### src/rtl/jtag_tap_master_if.sv
// Command/response channel between a requester and jtag_tap_master.
// master = requester, slave = the TAP master block.
interface jtag_tap_master_if #(
  parameter int MAX_LEN = 32
) ();
  localparam int LEN_W = $clog2(MAX_LEN + 1);

  logic               cmd_valid;
  logic               cmd_ready;
  logic [1:0]         cmd_op;
  logic [LEN_W-1:0]   cmd_len;
  logic [MAX_LEN-1:0] cmd_data;
  logic               rsp_valid;
  logic [MAX_LEN-1:0] rsp_data;

  modport master (
    output cmd_valid, cmd_op, cmd_len, cmd_data,
    input  cmd_ready, rsp_valid, rsp_data
  );

  modport slave (
    input  cmd_valid, cmd_op, cmd_len, cmd_data,
    output cmd_ready, rsp_valid, rsp_data
  );
endinterface

### src/rtl/jtag_tap_master.sv
// JTAG host: turns reset / IR scan / DR scan commands into TCK/TMS/TDI sequences, returns TDO bits.
// Optional TRSTn pin and pulse on reset commands when JTAG_MASTER_TRST_EN is defined.
module jtag_tap_master #(
  parameter int CLK_DIV = 2,
  parameter int MAX_LEN = 32
) (
  input  logic             clk,
  input  logic             rst,
  jtag_tap_master_if.slave cmd_if,
  output logic             TCK,
  output logic             TMS,
  output logic             TDI,
  input  logic             TDO
`ifdef JTAG_MASTER_TRST_EN
  ,
  output logic             TRSTn
`endif
);

  localparam int LEN_W = $clog2(MAX_LEN + 1);
  localparam int CYC_W = $clog2(MAX_LEN + 7);
  localparam int DIV_W = (CLK_DIV > 1) ? $clog2(CLK_DIV) : 1;
  localparam logic [DIV_W-1:0] DIV_MAX = DIV_W'(CLK_DIV - 1);

  localparam logic [1:0] OP_RST = 2'd0;
  localparam logic [1:0] OP_IR  = 2'd1;
  localparam logic [1:0] OP_DR  = 2'd2;
  localparam logic [1:0] OP_RSV = 2'd3;

  typedef enum logic [1:0] {S_IDLE, S_SHIFT, S_DONE} state_e;

  // Number of TCK cycles a command takes.
  function automatic logic [CYC_W-1:0] total_cyc(input logic [1:0] op, input logic [CYC_W-1:0] n);
    logic [CYC_W-1:0] t;
    case (op)
      OP_RST:  t = CYC_W'(6);
      OP_IR:   t = n + CYC_W'(6);
      OP_DR:   t = n + CYC_W'(5);
      default: t = '0;
    endcase
    return t;
  endfunction

  // {TMS, TDI} for TCK cycle idx of a command.
  function automatic logic [1:0] pins_at(input logic [1:0] op, input logic [CYC_W-1:0] n,
                                         input logic [CYC_W-1:0] idx, input logic [MAX_LEN-1:0] d);
    logic [CYC_W-1:0]   pre;
    logic [CYC_W-1:0]   b;
    logic [MAX_LEN-1:0] sh;
    logic               tms;
    logic               tdi;
    pre = (op == OP_IR) ? CYC_W'(4) : CYC_W'(3);
    b   = idx - pre;
    sh  = d >> b;
    tms = 1'b0;
    tdi = 1'b0;
    case (op)
      OP_RST: tms = (idx < CYC_W'(5));
      OP_IR, OP_DR: begin
        if (idx < pre) begin
          tms = (op == OP_IR) ? (idx < CYC_W'(2)) : (idx == '0);
        end else if (idx < pre + n) begin
          tms = (idx == pre + n - CYC_W'(1));
          tdi = sh[0];
        end else begin
          tms = (idx == pre + n);
        end
      end
      default: ;
    endcase
    return {tms, tdi};
  endfunction

  state_e             state_q, state_d;
  logic               tck_q, tms_q, tdi_q;
  logic [DIV_W-1:0]   div_q;
  logic [CYC_W-1:0]   cyc_q;
  logic [1:0]         op_q;
  logic [CYC_W-1:0]   len_q;
  logic [MAX_LEN-1:0] data_q;
  logic [MAX_LEN-1:0] rsp_data_q;

  logic               accept;
  logic               tck_edge, tck_rise, tck_fall;
  logic               last_cyc;
  logic [CYC_W-1:0]   len_w;
  logic [CYC_W-1:0]   pre_w;
  logic [CYC_W-1:0]   sbit;
  logic               in_shift;

  // Zero-length scans become 1 bit; oversize scans are clamped.
  always_comb begin
    len_w = CYC_W'(cmd_if.cmd_len);
    if (cmd_if.cmd_len == '0)
      len_w = CYC_W'(1);
    else if (cmd_if.cmd_len > LEN_W'(MAX_LEN))
      len_w = CYC_W'(MAX_LEN);
  end

  assign accept   = cmd_if.cmd_valid && (state_q == S_IDLE);
  assign tck_edge = (state_q == S_SHIFT) && (div_q == DIV_MAX);
  assign tck_rise = tck_edge && !tck_q;
  assign tck_fall = tck_edge && tck_q;
  assign last_cyc = (cyc_q == total_cyc(op_q, len_q) - CYC_W'(1));

  assign pre_w    = (op_q == OP_IR) ? CYC_W'(4) : CYC_W'(3);
  assign sbit     = cyc_q - pre_w;
  assign in_shift = ((op_q == OP_IR) || (op_q == OP_DR)) &&
                    (cyc_q >= pre_w) && (cyc_q < pre_w + len_q);

  // State register
  always_ff @(posedge clk) begin
    if (rst) state_q <= S_IDLE;
    else     state_q <= state_d;
  end

  // Next state
  always_comb begin
    state_d = state_q;
    case (state_q)
      S_IDLE:  if (cmd_if.cmd_valid) state_d = (cmd_if.cmd_op == OP_RSV) ? S_DONE : S_SHIFT;
      S_SHIFT: if (tck_fall && last_cyc) state_d = S_DONE;
      S_DONE:  state_d = S_IDLE;
      default: state_d = S_IDLE;
    endcase
  end

  // FSM outputs
  always_comb begin
    cmd_if.cmd_ready = 1'b0;
    cmd_if.rsp_valid = 1'b0;
    case (state_q)
      S_IDLE:  cmd_if.cmd_ready = 1'b1;
      S_DONE:  cmd_if.rsp_valid = 1'b1;
      default: ;
    endcase
  end

  // Pin sequencer: pins move on the TCK falling edge, TDO is taken on the rising edge.
  always_ff @(posedge clk) begin
    if (rst) begin
      tck_q      <= 1'b0;
      tms_q      <= 1'b1;
      tdi_q      <= 1'b0;
      div_q      <= '0;
      cyc_q      <= '0;
      op_q       <= OP_RST;
      len_q      <= '0;
      data_q     <= '0;
      rsp_data_q <= '0;
    end else if (accept) begin
      op_q       <= cmd_if.cmd_op;
      len_q      <= len_w;
      data_q     <= cmd_if.cmd_data;
      rsp_data_q <= '0;
      cyc_q      <= '0;
      div_q      <= '0;
      tck_q      <= 1'b0;
      if (cmd_if.cmd_op != OP_RSV)
        {tms_q, tdi_q} <= pins_at(cmd_if.cmd_op, len_w, '0, cmd_if.cmd_data);
    end else if (state_q == S_SHIFT) begin
      if (tck_edge) begin
        div_q <= '0;
        tck_q <= ~tck_q;
        if (tck_rise && in_shift)
          rsp_data_q <= rsp_data_q | (MAX_LEN'(TDO) << sbit);
        if (tck_fall && !last_cyc) begin
          cyc_q          <= cyc_q + CYC_W'(1);
          {tms_q, tdi_q} <= pins_at(op_q, len_q, cyc_q + CYC_W'(1), data_q);
        end
      end else begin
        div_q <= div_q + DIV_W'(1);
      end
    end
  end

  assign TCK             = tck_q;
  assign TMS             = tms_q;
  assign TDI             = tdi_q;
  assign cmd_if.rsp_data = rsp_data_q;

`ifdef JTAG_MASTER_TRST_EN
  // TRSTn covers the first two TCK cycles of a reset command.
  logic trstn_q;
  always_ff @(posedge clk) begin
    if (rst)
      trstn_q <= 1'b1;
    else if (accept && cmd_if.cmd_op == OP_RST)
      trstn_q <= 1'b0;
    else if (tck_fall && cyc_q == CYC_W'(1))
      trstn_q <= 1'b1;
  end
  assign TRSTn = trstn_q;
`endif

endmodule

### src/flat_wrapper.sv
// flat-port wrapper written by rule: the top's interface ports become plain ports
module jtag_tap_master_flat 
#(
  parameter int CLK_DIV = 2,
  parameter int MAX_LEN = 32
)
  (clk, rst, TCK, TMS, TDI, TDO, cmd_if_cmd_valid, cmd_if_cmd_op, cmd_if_cmd_len, cmd_if_cmd_data, cmd_if_cmd_ready, cmd_if_rsp_valid, cmd_if_rsp_data);
  jtag_tap_master_if #(.MAX_LEN(MAX_LEN)) cmd_if_i ();
  input  logic clk;
  input  logic rst;
  output logic TCK;
  output logic TMS;
  output logic TDI;
  input  logic TDO;
  input wire logic [$bits(cmd_if_i.cmd_valid)-1:0] cmd_if_cmd_valid;
  input wire logic [$bits(cmd_if_i.cmd_op)-1:0] cmd_if_cmd_op;
  input wire logic [$bits(cmd_if_i.cmd_len)-1:0] cmd_if_cmd_len;
  input wire logic [$bits(cmd_if_i.cmd_data)-1:0] cmd_if_cmd_data;
  output wire logic [$bits(cmd_if_i.cmd_ready)-1:0] cmd_if_cmd_ready;
  output wire logic [$bits(cmd_if_i.rsp_valid)-1:0] cmd_if_rsp_valid;
  output wire logic [$bits(cmd_if_i.rsp_data)-1:0] cmd_if_rsp_data;
  assign cmd_if_i.cmd_valid = cmd_if_cmd_valid;
  assign cmd_if_i.cmd_op = cmd_if_cmd_op;
  assign cmd_if_i.cmd_len = cmd_if_cmd_len;
  assign cmd_if_i.cmd_data = cmd_if_cmd_data;
  assign cmd_if_cmd_ready = cmd_if_i.cmd_ready;
  assign cmd_if_rsp_valid = cmd_if_i.rsp_valid;
  assign cmd_if_rsp_data = cmd_if_i.rsp_data;
  jtag_tap_master #(.CLK_DIV(CLK_DIV), .MAX_LEN(MAX_LEN)) u_core (.clk(clk), .rst(rst), .cmd_if(cmd_if_i), .TCK(TCK), .TMS(TMS), .TDI(TDI), .TDO(TDO));
endmodule
### config.mk
export PLATFORM = sky130hd
export DESIGN_NAME = jtag_tap_master_flat
export DESIGN_NICKNAME = d
export VERILOG_FILES = /design/src/rtl/jtag_tap_master_if.sv /design/src/rtl/jtag_tap_master.sv /design/src/flat_wrapper.sv
export SDC_FILE = /design/constraint.sdc
export NUM_CORES = 1
export LEC_CHECK = 0
export BUFFER_PORTS_ARGS = -buffer_cell sky130_fd_sc_hd__buf_2
export CAP_MARGIN = 20
export CELL_PAD_IN_SITES_DETAIL_PLACEMENT = 1
export CELL_PAD_IN_SITES_GLOBAL_PLACEMENT = 2
export CORE_UTILIZATION = 31
export DETAILED_ROUTE_END_ITERATION = 8
export GPL_ROUTABILITY_DRIVEN = 0
export HOLD_SLACK_MARGIN = 0.1
export PLACE_DENSITY = 0.81
export REMOVE_ABC_BUFFERS = 1
export SLEW_MARGIN = 10
export SYNTH_ARGS = -nofsm -noshare
export SYNTH_HDL_FRONTEND = slang
export SYNTH_SLANG_ARGS = --single-unit
export TNS_END_PERCENT = 20
### constraint.sdc
create_clock -name clk -period 3.8 [get_ports clk]
set_input_delay 0.76 -clock clk [delete_from_list [all_inputs] [get_ports clk]]
set_output_delay 0.76 -clock clk [all_outputs]
set_load 0.02 [all_outputs]
Yosys cells after proc, flatten, opt, wreduce, memory -nomap -nowiden
Cells that the tools add are included.
{ "word_totals": {"in_bits": 44, "regBits": 84, "word_cells": 115, "out_inout_bits": 37} }
{ "op_classes": {"mux": 35, "n_addsub": 12, "magnitude_cmp": 9, "eq_ne": 14, "shifts": 3, "reduce_logical": 30, "bitwise_logic": 2} }
{ "op_table": {"columns": ["op", "n"], "rows": [
  [">> shifter 32 x 6 -> 1 bit", 2],
  ["bitwise OR 32 bit", 1],
  ["left shift 1 x 6 -> 32 bit", 1],
  ["zero test 6 bit", 4],
  ["2-to-1 mux 1 bit", 24],
  ["== test 6 bit", 3],
  ["less-than comparator 6 bit", 3],
  ["case mux 6 bit (3 select lines)", 1],
  ["subtractor 6 x 1 -> 6 bit, second input constant", 3],
  ["adder 6 x 3 -> 6 bit, second input constant", 2],
  ["less-than comparator 1 x 6 -> 1 bit, first input constant", 2],
  ["2-to-1 mux 6 bit", 2],
  ["logical AND 1 bit", 9],
  ["== test 2 bit, second input constant", 4],
  ["adder 3 x 6 -> 6 bit", 1],
  ["adder 6 x 1 -> 6 bit, second input constant", 1],
  ["adder 6 bit", 1],
  ["== test 2 x 1 -> 1 bit, second input constant", 3],
  [">= comparator 6 x 3 -> 1 bit", 1],
  ["> comparator 6 bit, second input constant", 1],
  ["zero test 2 bit", 3],
  ["less-than comparator 6 x 2 -> 1 bit, second input constant", 1],
  ["less-than comparator 6 x 3 -> 1 bit, second input constant", 1],
  ["2-to-1 mux 2 bit", 3],
  ["17 further kinds", 28]
]} }

Logic depth before layout (Yosys ltp)
Gate-level depths: netlist of run 1.
{ "logic_depth": {"depth_word": 12, "ltp_mapped": 15, "ltp_nobuf": 15} }

Least setup slack after synthesis of run 1
No wires, ideal clock.
{ "synth_path": {"path_type": "reg2reg", "start": "register u_core.op_q[1]", "end": "register u_core.tdi_q, in the netlist u_core.TDI", "period_less_slack_ps": 3829, "setup_time_ps": 67, "arrival_ps": 3762, "path_slack_ps": -29, "n_path_buf": 0, "path_stages_with_launch": 15, "required_ps": 3733, "path_cell_list": "dfxtp_1 -> inv_1 -> ha_1 -> inv_2 -> ha_1 -> a211oi_1 -> nor2_1 -> xnor2_1 -> ha_1 -> a21o_1 -> maj3_1 -> a221o_1 -> or3_1 -> a2111o_1 -> a21oi_2"} }
{ "synth_via": {"elab_chain_len": 11, "elab_cells_between_ends": 24, "cone_classes": "add/sub (3); order compare (2); eq/ne (3); shift (1); mux (9); reduce/logical (6)"} }
{ "synth_lines": {"columns": ["element", "line_no", "text"], "rows": [
  ["start: declaration", "jtag_tap_master.sv:78", "logic [1:0] op_q;"],
  ["start signal: assignment", "jtag_tap_master.sv:152", "op_q <= cmd_if.cmd_op;"],
  ["== test 2 x 1 -> 1 bit", "jtag_tap_master.sv:35, jtag_tap_master.sv:52, jtag_tap_master.sv:57", null],
  ["2-to-1 mux 3 bit", "jtag_tap_master.sv:52", "pre = (op == OP_IR) ? CYC_W'(4) : CYC_W'(3);"],
  ["subtractor 6 bit / adder 3 x 6 -> 6 bit (equally long branches)", "jtag_tap_master.sv:53, jtag_tap_master.sv:62", null],
  [">> shifter 32 x 6 -> 1 bit / less-than comparator 6 bit (equally long branches)", "jtag_tap_master.sv:54, jtag_tap_master.sv:62", null],
  ["2-to-1 mux 1 bit", "jtag_tap_master.sv:62", "end else if (idx < pre + n) begin"],
  ["2-to-1 mux 1 bit", "jtag_tap_master.sv:60", "if (idx < pre) begin"],
  ["2-to-1 mux 1 bit", "jtag_tap_master.sv:57", "case (op)"],
  ["2-to-1 mux 1 bit", "jtag_tap_master.sv:167", "if (tck_fall && !last_cyc) begin"],
  ["2-to-1 mux 1 bit", "jtag_tap_master.sv:162", "if (tck_edge) begin"],
  ["2-to-1 mux 1 bit", "jtag_tap_master.sv:161", "end else if (state_q == S_SHIFT) begin"],
  ["2-to-1 mux 1 bit", "jtag_tap_master.sv:151", "end else if (accept) begin"],
  ["end signal: assignment", "jtag_tap_master.sv:160", "{tms_q, tdi_q} <= pins_at(cmd_if.cmd_op, len_w, '0, cmd_if.cmd_data);"],
  ["end signal: assignment", "jtag_tap_master.sv:169", "{tms_q, tdi_q} <= pins_at(op_q, len_q, cyc_q + CYC_W'(1), data_q);"],
  ["end: declaration", "jtag_tap_master.sv:75", "logic tck_q, tms_q, tdi_q;"]
]} }
Parallel ways exist; a longest one is shown, timed or not. The select of a mux whose other input is x is not followed.
A chain may end at the register's enable or synchronous reset.

Worst setup path in the final report of run 1
Same ends and word-level chain as after synthesis.

==> results of run 1 <==
==> through the flow <==
stage          total power (W)  instances  setup slack (ps)  cell area, um2
2_1_floorplan          0.00120        529             -27.7            4690
3_3_place_gp           0.00131        813               228            5450
3_5_place_dp           0.00133        813              12.6            5450
4_1_cts                0.00219        828              2.89            5740
5_1_grt                0.00227        831              42.9            5790
6_report               0.00216        831               193            5790
==> how the worst max path moves through the flow <==
stage	startpoint	endpoint	slack, ps	depth (start not counted)
CTS	u_core.op_q[1]	u_core.cmd_if.rsp_data[15]	3	15
global route	u_core.op_q[1]	u_core.TDI	40	14
floorplan	u_core.op_q[1]	u_core.TDI	-30	14
detailed placement	u_core.op_q[1]	u_core.TDI	10	14
global placement	u_core.op_q[1]	u_core.TDI	230	14
finish	u_core.op_q[1]	u_core.TDI	190	14
==> where the power goes <==
| part | total [W] | internal (W) | switching [W] |
|---|---|---|---|
| clock network | 0.000847 | 0.000505 | 0.000341 |
| logic | 0.000377 | 0.000157 | 0.000220 |
| registers | 0.000939 | 0.000915 | 0.0000241 |
==> final cells by class <==
class | count | area share (%)
clock inverters | 4 | 0.887
multi-input cells | 428 | 51.4
well taps | 188 | 4.07
repair buffers | 99 | 9.39
inverters | 17 | 1.10
clock buffers | 11 | 4.02
flip-flops and latches | 84 | 29.1
==> Yosys cell counts, types with 2 or more instances <==
master,n
nand2_1,106
o31ai_1,2
nand3b_1,5
o211ai_1,2
a221oi_1,2
nand4_1,4
a21oi_1,50
nand3_1,9
o21ai_0,30
clkbuf_1,25
mux4_2,10
nor4b_1,2
a21o_1,2
xnor2_1,25
or2_2,4
o41ai_1,2
a211oi_1,5
mux2i_1,5
a21boi_0,2
dfxtp_1,84
a31oi_1,4
nor2_1,25
and2_1,4
fa_1,3
buf_1,2
a22o_1,14
nor3_1,10
nor2b_1,9
or3_1,6
inv_1,16
nand2b_1,2
nor4_1,9
o21a_1,5
and3_1,9
ha_1,32
xor2_1,7
buf_2,2
==> registers in the layout (all words and copies together), names as in the netlist <==
signal,cells
u_core.TCK,1
u_core.TDI,1
u_core.TMS,1
u_core.cmd_if.rsp_data,32
u_core.cyc_q,6
u_core.data_q,32
u_core.div_q,1
u_core.len_q,6
u_core.op_q,2
u_core.state_q,2
==> tightest hold or removal path: cells and delay by family (launching register included) <==
family	cells	cell delay, ps
flip-flops	1	310
AND/OR/NAND/NOR	1	50
AO/OA/AOI/OAI	1	50
==> routing by layer <==
layer	track usage, %	part of all wire (%)	vias up
met5	0	0	-
li1	-	-	2144
met1	20.6	45	2117
met3	3.25	3.3	26
met4	8.72	3.0	0
met2	30.9	49	95
==> logic make-up after synthesis <==
kind of cell | count (synthesis) | synth area share (%)
mux | 16 | 6.04
fa+ha+maj | 36 | 9.78
simple gates | 210 | 20.7
compound gates | 133 | 18.5
flops | 84 | 35.0
buf+inv | 47 | 3.80
xor+xnor | 33 | 6.30
==> timing repair <==
item	CTS	global route
setup buffers	0	3
resized for setup	1	8
endpoints found under the setup margin	1	33
hold buffers	0	0
hold endpoints to repair	0	0
pin swaps	0	4
==> results.txt, run 1 <==
# IOs = 81
Num CTS Buffers = 9
Die extent in y = 127 um
Input/output buffers = 80
Initial Utilization = 31.8%
Sequential area share after synthesis = 35.0%
Clk sinks = 84
CTS HTree Levels = 3
Final worst path period share = 94.9%
Hold depth = 2
Hold slack = 454 ps
Drt pass-1 iters = 4
Most frequent cells in the layout = nand2_1, dfxtp_1, buf_2
Pleak = 2.36 nW
Layout Nets = 718
Synth-to-layout area growth = 20.3%
Yosys top cell area share = 35.0%
Synth Instances = 559
Worst Clk Skew = 4.80 ps
Vias in the first global route = 4614
Crit-path max FO = 5
First-pass GRT wire length = 22500 um
Worst IR Drop VDD = 0.246 mV
CTS tree = yes
Max Root-Sink Buffers = 2
Core footprint = 15100 um2
Warnings from Yosys = 0
Routed Antenna Nets = 0
CP Data Required Time = 4070 ps
Buf/Inv on CP = 2
Setup TNS = 0 ps
Kind of critical path = flop to flop
Worst-Margin Slew = 1110 ps
Vias = 4382
Ys async rst share = 0%
Inserted Diodes = 0
Commonest non-fill, non-tap cell in the layout = nand2_1
Starting DRT DRC Count = 191
Die area = 16000 um2
Setup crit start kind = flop
Vias per cell = 5.27
Hold WC Path Type = flop to flop
CP endpoint kind = flop
CP cell instances = inv_1, ha_2, buf_4, ha_2, a211oi_2, nor2_1, xnor2_1, ha_1, a21o_1, maj3_1, a221o_1, or3_1, a2111o_1, a21oi_2
Largest net degree at the start of global routing = 48
Hold path startpoint = u_core.data_q[16]
Area leader, netlist = dfxtp_1
Multi-input logic area = 2980 um2
Yosys cell types = 61
Final WL = 13500 um
Chip Width = 127 um
Outcome = completed
Clock-pin slew on the worst setup and hold paths = 60 ps
Routed WL per cell = 16.3 um
GR Overflow Total = 0
Number of flops mapped to enable cells by yosys = 0
Rows = 45
Fin crit period = 3610 ps
Register-to-register setup slack = 190 ps
Final hold vios = 0
Initial antenna violation count = 0
Worst skew pair latency = 340 ps
Crit-path leading delay family = compound AO/OA/AOI/OAI gates
Worst Reg-to-Reg Cells = 14
Synth Register Bits = 84
Final Setup Violations = 0
Post-DP HPWL = 10400 um
Layout cells sized above 1 = 22.2%
Netlist Area Pre-Place = 4810 um2
# Max-Cap Violations = 0
Final core occ = 38.2%
Unrepaired setup endpoints after global routing = false
# DRC = 0
Syn avg cell area = 8.60 um2
Hold Crit Endpoint = u_core.data_q[16]
F_max = 277 MHz
Ys flop type = dfxtp_1
Top cells by area, synth = dfxtp_1, ha_1, nand2_1, a21oi_1, mux4_2
Worst relative slew slack = 25.3%
PD cells = 374 nW/um2
FF/Latch Area = 1680 um2
# fillers = 1791
Overall routing resource usage = 17.6%
CP max stage delay = 370 ps
Reg2reg start = u_core.op_q[1]
Worst EP arrival = 3880 ps
Reg-to-Reg End = u_core.TDI
Max Transition Viols Final = 0
Worst path most repeated cell = ha_2
CTS Root Buffer Type = clkbuf_16
Slowest CP cell = maj3_1
(Power assumes the default switching activity.)
==> run 2: changes to the inputs <==
--- a/config.mk
+++ b/config.mk
@@ -13,6 +13,7 @@
 export DETAILED_ROUTE_END_ITERATION = 8
 export GPL_ROUTABILITY_DRIVEN = 0
 export HOLD_SLACK_MARGIN = 0.1
+export MAX_ROUTING_LAYER = met4
 export PLACE_DENSITY = 0.81
 export REMOVE_ABC_BUFFERS = 1
 export SLEW_MARGIN = 10
==> results.txt, run 2 (same netlist as run 1, synthesis figures left out) <==
Kind of critical path = flop to flop
Layout cells sized above 1 = 22.2% (unchanged)
Hold slack = 454 ps (-0.185 ps)
CP endpoint kind = flop
Worst relative slew slack = 24.9% (-0.34 points)
Worst-Margin Slew = 1110 ps (+5.05 ps)
F_max = 278 MHz (+0.10%)
Clock network fraction of total power = 39.2% (about the same)
Hold Buf Count CTS = 0 (unchanged)
Final WL = 13500 um (about the same)
# Max-Cap Violations = 0 (unchanged)
Worst EP arrival = 3880 ps (about the same)
Starting DRT DRC Count = 175 (-8.4%)
Outcome = completed
Core footprint = 15100 um2 (unchanged)
Initial Utilization = 31.8% (unchanged)
Input/output buffers = 80 (unchanged)
Layout Nets = 718 (unchanged)
Vias in the first global route = 4613 (-0.022%)
PD cells = 374 nW/um2 (about the same)
Switching Fraction = 27.1% (+0.033 points)
Metal-1 WL = 6100 um (+0.73%)
Most frequent cells in the layout = nand2_1, dfxtp_1, buf_2
Met2 routed WL = 6590 um (-0.38%)
Pleak = 2.36 nW (unchanged)
Largest net degree at the start of global routing = 48 (unchanged)
Fin crit period = 3600 ps (-3.61 ps)
Final hold vios = 0 (unchanged)
Unrepaired setup endpoints after global routing = false
Routed WL per cell = 16.3 um (about the same)
Clk sinks = 84 (unchanged)
P_sw = 0.000586 W (+0.16%)
CTS Root Buffer Type = clkbuf_16
Commonest non-fill, non-tap cell in the layout = nand2_1
Setup crit start kind = flop
# DRC = 0 (unchanged)
Synth-to-layout area growth = 20.3% (unchanged)
Crit-path max FO = 5 (unchanged)
Sequential share of power = 43.4% (about the same)
Max Transition Viols Final = 0 (unchanged)
CTS HTree Levels = 3 (unchanged)
Worst Reg-to-Reg Cells = 14 (unchanged)
Worst IR Drop VDD = 0.246 mV (-0.34%)
Met3 Routed Length = 433 um (-2.9%)
Worst skew pair latency = 340 ps (about the same)
Max Root-Sink Buffers = 2 (unchanged)
Die area = 16000 um2 (unchanged)
Chip Width = 127 um (unchanged)
Final worst path period share = 94.8% (about the same)
Routed Antenna Nets = 0 (unchanged)
CP Data Required Time = 4070 ps (about the same)
Final Instance Area = 5790 um2 (unchanged)
GR Overflow Total = 0 (unchanged)
Combinational power share = 17.4% (about the same)
First-pass GRT wire length = 22400 um (-0.12%)
CTS tree = yes
Initial antenna violation count = 0 (unchanged)
Hold depth = 2 (unchanged)
Final Setup Violations = 0 (unchanged)
Rows = 45 (unchanged)
Int Pwr = 0.00158 W (about the same)
Overall routing resource usage = 18.1% (+0.49 points)
Die extent in y = 127 um (unchanged)
Vias per cell = 5.25 (-0.43%)
Drt pass-1 iters = 4 (unchanged)
Worst Clk Skew = 5.11 ps (+0.314 ps)
# IOs = 81 (unchanged)
Post-DP HPWL = 10400 um (unchanged)
Clock-pin slew on the worst setup and hold paths = 60 ps (about the same)
Vias = 4363 (-0.43%)
Inserted Diodes = 0 (unchanged)
Hold WC Path Type = flop to flop
Num CTS Buffers = 9 (unchanged)
# fillers = 1791 (unchanged)
DP Area = 5450 um2 (unchanged)
Top Layer Used = met4
run 2: cell counts in the layout (fill, tap and decap cells not counted):
Identical to the previous run, type by type.
run 2: per-stage QoR:
stage                     power, W  worst slack, ps  util [%]  TNS [ps]  std cells
final                      0.00216              196      38.2         0        831
after global routing       0.00227             43.0      38.2         0        831
after CTS                  0.00219             2.89      37.9         0        828
after detailed placement   0.00133             12.6      36.0         0        813
after global placement     0.00131              228      36.0         0        813
after floorplan            0.00120            -27.7         -     -27.7        529
run 2: power by group through the flow:
| stage | registers, W | clock network, W | logic, W |
|---|---|---|---|
| 4_1_cts | 0.000939 | 0.000876 | 0.000375 |
| 2_1_floorplan | 0.000951 | 0 | 0.000244 |
| 6_report | 0.000939 | 0.000848 | 0.000377 |
| 5_1_grt | 0.000943 | 0.000912 | 0.000419 |
| 3_3_place_gp | 0.000955 | 0 | 0.000359 |
| 3_5_place_dp | 0.000958 | 0 | 0.000372 |
run 2: final timing paths:
| check | start | slack, ps | to |
|---|---|---|---|
| max | u_core.op_q[1] | 200 | u_core.TDI |
| min | u_core.data_q[16] | 450 | u_core.data_q[16] |
| max reg2reg | u_core.op_q[1] | 200 | u_core.TDI |
| min reg2reg | u_core.data_q[16] | 450 | u_core.data_q[16] |
run 2: critical path, stage by stage, from the launching register on:
cell and delay (ps):
dfxtp_2 350, inv_1 70, ha_2 200, buf_4 160
ha_2 190, a211oi_2 240, nor2_1 90, xnor2_1 210
ha_1 290, a21o_1 190, maj3_1 370, a221o_1 340
or3_1 360, a2111o_1 360, a21oi_2 110
run 2: routing by layer:
| layer | track usage [%] | vias to the layer above |
|---|---|---|
| li1 | - | 2143 |
| met1 | 20.7 | 2092 |
| met2 | 30.9 | 99 |
| met3 | 2.99 | 29 |
| met4 | 8.72 | 0 |
| met5 | - | - |
run 2: timing repair:
action | in CTS | in global routing
buffers inserted | 0 | 3
endpoints found under the setup margin | 1 | 33
gates resized for setup | 1 | 8
pin swaps | 0 | 4
run 2: cell type report:
| type | count | area [um2] | area share [%] |
|---|---|---|---|
| clock buffer | 11 | 233 | 4.02 |
| clock inverter | 4 | 51.3 | 0.887 |
| inverter | 17 | 63.8 | 1.10 |
| multi-input combinational | 428 | 2980 | 51.4 |
| sequential | 84 | 1680 | 29.1 |
| tap | 188 | 235 | 4.07 |
| timing repair buffer | 99 | 543 | 9.39 |
==> run 3: changes to the inputs <==
--- a/config.mk
+++ b/config.mk
@@ -5,16 +5,17 @@
 export SDC_FILE = /design/constraint.sdc
 export NUM_CORES = 1
 export LEC_CHECK = 0
+export ABC_AREA = 1
 export BUFFER_PORTS_ARGS = -buffer_cell sky130_fd_sc_hd__buf_2
 export CAP_MARGIN = 20
 export CELL_PAD_IN_SITES_DETAIL_PLACEMENT = 1
 export CELL_PAD_IN_SITES_GLOBAL_PLACEMENT = 2
-export CORE_UTILIZATION = 31
+export CORE_UTILIZATION = 28
 export DETAILED_ROUTE_END_ITERATION = 8
 export GPL_ROUTABILITY_DRIVEN = 0
 export HOLD_SLACK_MARGIN = 0.1
 export MAX_ROUTING_LAYER = met4
-export PLACE_DENSITY = 0.81
+export PLACE_DENSITY = 0.8
 export REMOVE_ABC_BUFFERS = 1
 export SLEW_MARGIN = 10
 export SYNTH_ARGS = -nofsm -noshare
==> results.txt, run 3 <==
Outcome = completed
CP endpoint kind = flop
Top cells by area, synth = dfxtp_1, nand2_1, inv_1, ha_1, nand3_1
Reg-to-Reg End = u_core.cmd_if.rsp_data[4]
Worst relative slew slack = 50.1% (+25 points)
Inserted Diodes = 0 (unchanged)
Most frequent cells in the layout = nand2_1, inv_1, dfxtp_1
Max Root-Sink Buffers = 2 (unchanged)
Setup crit start kind = flop
Input/output buffers = 80 (unchanged)
Metal-1 WL = 7380 um (+21%)
Crit-path max FO = 32 (+27)
First-pass GRT wire length = 25000 um (+12%)
CTS HTree Levels = 3 (unchanged)
Ys flop type = dfxtp_1
GR Overflow Total = 0 (unchanged)
# fillers = 2377 (+33%)
Kind of critical path = flop to flop
Clock network fraction of total power = 39.8% (+0.6 points)
Pwr Total = 0.00222 W (+2.4%)
Worst-Margin Slew = 742 ps (-369 ps)
Yosys cell types = 41 (-33%)
Die area = 19000 um2 (+19%)
Final Setup Violations = 0 (unchanged)
Slowest CP cell = fa_1
Int Pwr = 0.00157 W (-0.74%)
Syn avg cell area = 6.75 um2 (-22%)
Layout Nets = 920 (+28%)
Commonest non-fill, non-tap cell in the layout = nand2_1
CP max stage delay = 660 ps (+290 ps)
F_max = 296 MHz (+6.8%)
Initial Utilization = 28.7% (-3.1 points)
Hold WC Path Type = flop to flop
P_sw = 0.000651 W (+11%)
Starting DRT DRC Count = 241 (+38%)
Switching Fraction = 29.4% (+2.3 points)
CTS Root Buffer Type = clkbuf_16
Chip Width = 138 um (+8.9%)
Sequential share of power = 42.4% (-1.0 points)
Drt pass-1 iters = 4 (unchanged)
# IOs = 81 (unchanged)
Yosys top cell area share = 32.6% (-2.4 points)
Clk sinks = 84 (unchanged)
Synth Register Bits = 84 (unchanged)
Routed WL per cell = 14.0 um (-14%)
Vias in the first global route = 5036 (+9.2%)
Unrepaired setup endpoints after global routing = false
Clock-pin slew on the worst setup and hold paths = 70 ps (about the same)
Largest net degree at the start of global routing = 35 (-27%)
Synth Instances = 765 (+37%)
Warnings from Yosys = 0 (unchanged)
CP cell instances = inv_1, ha_1, inv_2, ha_1, inv_1, fa_1, ha_1, inv_1, o21bai_1, a21o_1, a21oi_1, o21ai_1, a211oi_4, buf_4, nand4_1, a21oi_1
Final worst path period share = 88.8% (-6.0 points)
Final hold vios = 0 (unchanged)
Core footprint = 18000 um2 (+19%)
Worst Setup EP = u_core.cmd_if.rsp_data[4]
Ys async rst share = 0% (unchanged)
Post-DP HPWL = 11400 um (+8.8%)
Netlist Area Pre-Place = 5170 um2 (+7.4%)
Post-CTS Resized = 0 (-1)
Register-to-register setup slack = 430 ps (+230 ps)
Cell with the most instances after synthesis = nand2_1
Layout cells sized above 1 = 16.7% (-5.6 points)
Initial antenna violation count = 0 (unchanged)
Rows = 49 (+8.9%)
Reg2reg start = u_core.op_q[1]
Num CTS Buffers = 9 (unchanged)
Top Layer Used = met4
Final WL = 15100 um (+11%)
Worst skew pair latency = 350 ps (about the same)
Routed Antenna Nets = 0 (unchanged)
Number of flops mapped to enable cells by yosys = 0 (unchanged)
Fin crit period = 3370 ps (-229 ps)
# DRC = 0 (unchanged)
Hold Buf Count CTS = 0 (unchanged)
Pleak = 2.84 nW (+20%)
Combinational power share = 17.9% (+0.5 points)
Synth-to-layout area growth = 17.6%
Worst IR Drop VDD = 0.223 mV (-9.2%)
# Max-Cap Violations = 0 (unchanged)
Sequential area share after synthesis = 32.6% (-2.4 points)
Post CTS Setup Buffer Count = 0 (unchanged)
Met2 routed WL = 7100 um (+7.7%)
Die extent in y = 138 um (+8.9%)
CP Data Required Time = 4080 ps (about the same)
Crit. Startpoint = u_core.op_q[1]
Met3 Routed Length = 352 um (-19%)
Worst Reg-to-Reg Cells = 16 (+2)
Worst EP arrival = 3660 ps (-220 ps)
CTS tree = yes
Max Transition Viols Final = 0 (unchanged)
Vias = 5067 (+16%)
Vias per cell = 4.71 (-10%)
PD cells = 365 nW/um2 (-2.5%)
Most frequent cells after synthesis = nand2_1, inv_1, dfxtp_1, nand3_1, nor2_1
Area leader, netlist = dfxtp_1
Overall routing resource usage = 17.6% (-0.48 points)
Worst Clk Skew = 7.66 ps (+2.55 ps)
Final core occ = 33.7% (-4.5 points)
[run 3: kinds of logic (layout without fill, tap and decap cells)]
| logic type | count (synthesis) | count (layout) | synth area share (%) |
|---|---|---|---|
| AOI/OAI and AO/OA | 131 | 131 | 15.0 |
| DFF | 84 | 84 | 32.6 |
| and+or+nand+nor | 363 | 363 | 30.7 |
| xor gates and xnor gates | 7 | 7 | 1.19 |
| adders and majority gates | 35 | 35 | 8.91 |
| buffers and inverters | 145 | 226 | 11.6 |
[run 3: cell type report]
cell class	instances	area (um2)	share of cell area, %
Tap cell	229	287	4.72
Timing Repair Buffer	91	483	7.95
Clock inverter	5	52.6	0.865
Multi-Input combinational cell	536	2890	47.6
Clock buffer	11	233	3.83
Sequential cell	84	1680	27.7
Inverter	119	447	7.35
[run 3: worst min-delay path by stage]
stage | startpoint | endpoint | cells after the start
after floorplan | u_core.data_q[0] | u_core.data_q[0] | 2
after global placement | u_core.data_q[28] | u_core.data_q[28] | 2
after detailed placement | u_core.data_q[16] | u_core.data_q[16] | 2
after CTS | u_core.cmd_if.rsp_data[26] | u_core.cmd_if.rsp_data[26] | 2
after global routing | u_core.cmd_if.rsp_data[10] | u_core.cmd_if.rsp_data[10] | 2
final | u_core.cmd_if.rsp_data[12] | u_core.cmd_if.rsp_data[12] | 2
[run 3: power by group through the flow]
stage               Combinational (W)  Clock [W]  Sequential [W]
floorplan                    0.000272          0        0.000955
global placement             0.000400          0        0.000959
detailed placement           0.000404          0        0.000959
CTS                          0.000406   0.000909        0.000939
global route                 0.000460   0.000938        0.000943
finish                       0.000396   0.000881        0.000939
[run 3: metal layers]
layer / vias to the layer above / global-route usage [%]
met2: 61 / 28.3
met3: 16 / 2.76
met1: 2344 / 22.4
met5: - / -
met4: 0 / 5.86
li1: 2646 / -
[run 3: worst max-delay path: cells and delay by family, from the launching register on]
kind / cells / cell delay [ps]
compound gates: 6 / 780
fa+ha+maj: 4 / 1340
buf+inv: 5 / 680
flops: 1 / 360
simple gates: 1 / 130
[run 3: stage by stage]
stage	setup WS (ps)	hold slack, ps	setup TNS, ps	cell area [um2]	instances
floorplan	-40.5	420	-922	5010	739
global placement	528	432	0	5790	1059
detailed placement	434	438	0	5790	1059
CTS	394	451	0	6080	1075
global route	115	465	0	6080	1075
finish	425	448	0	6080	1075
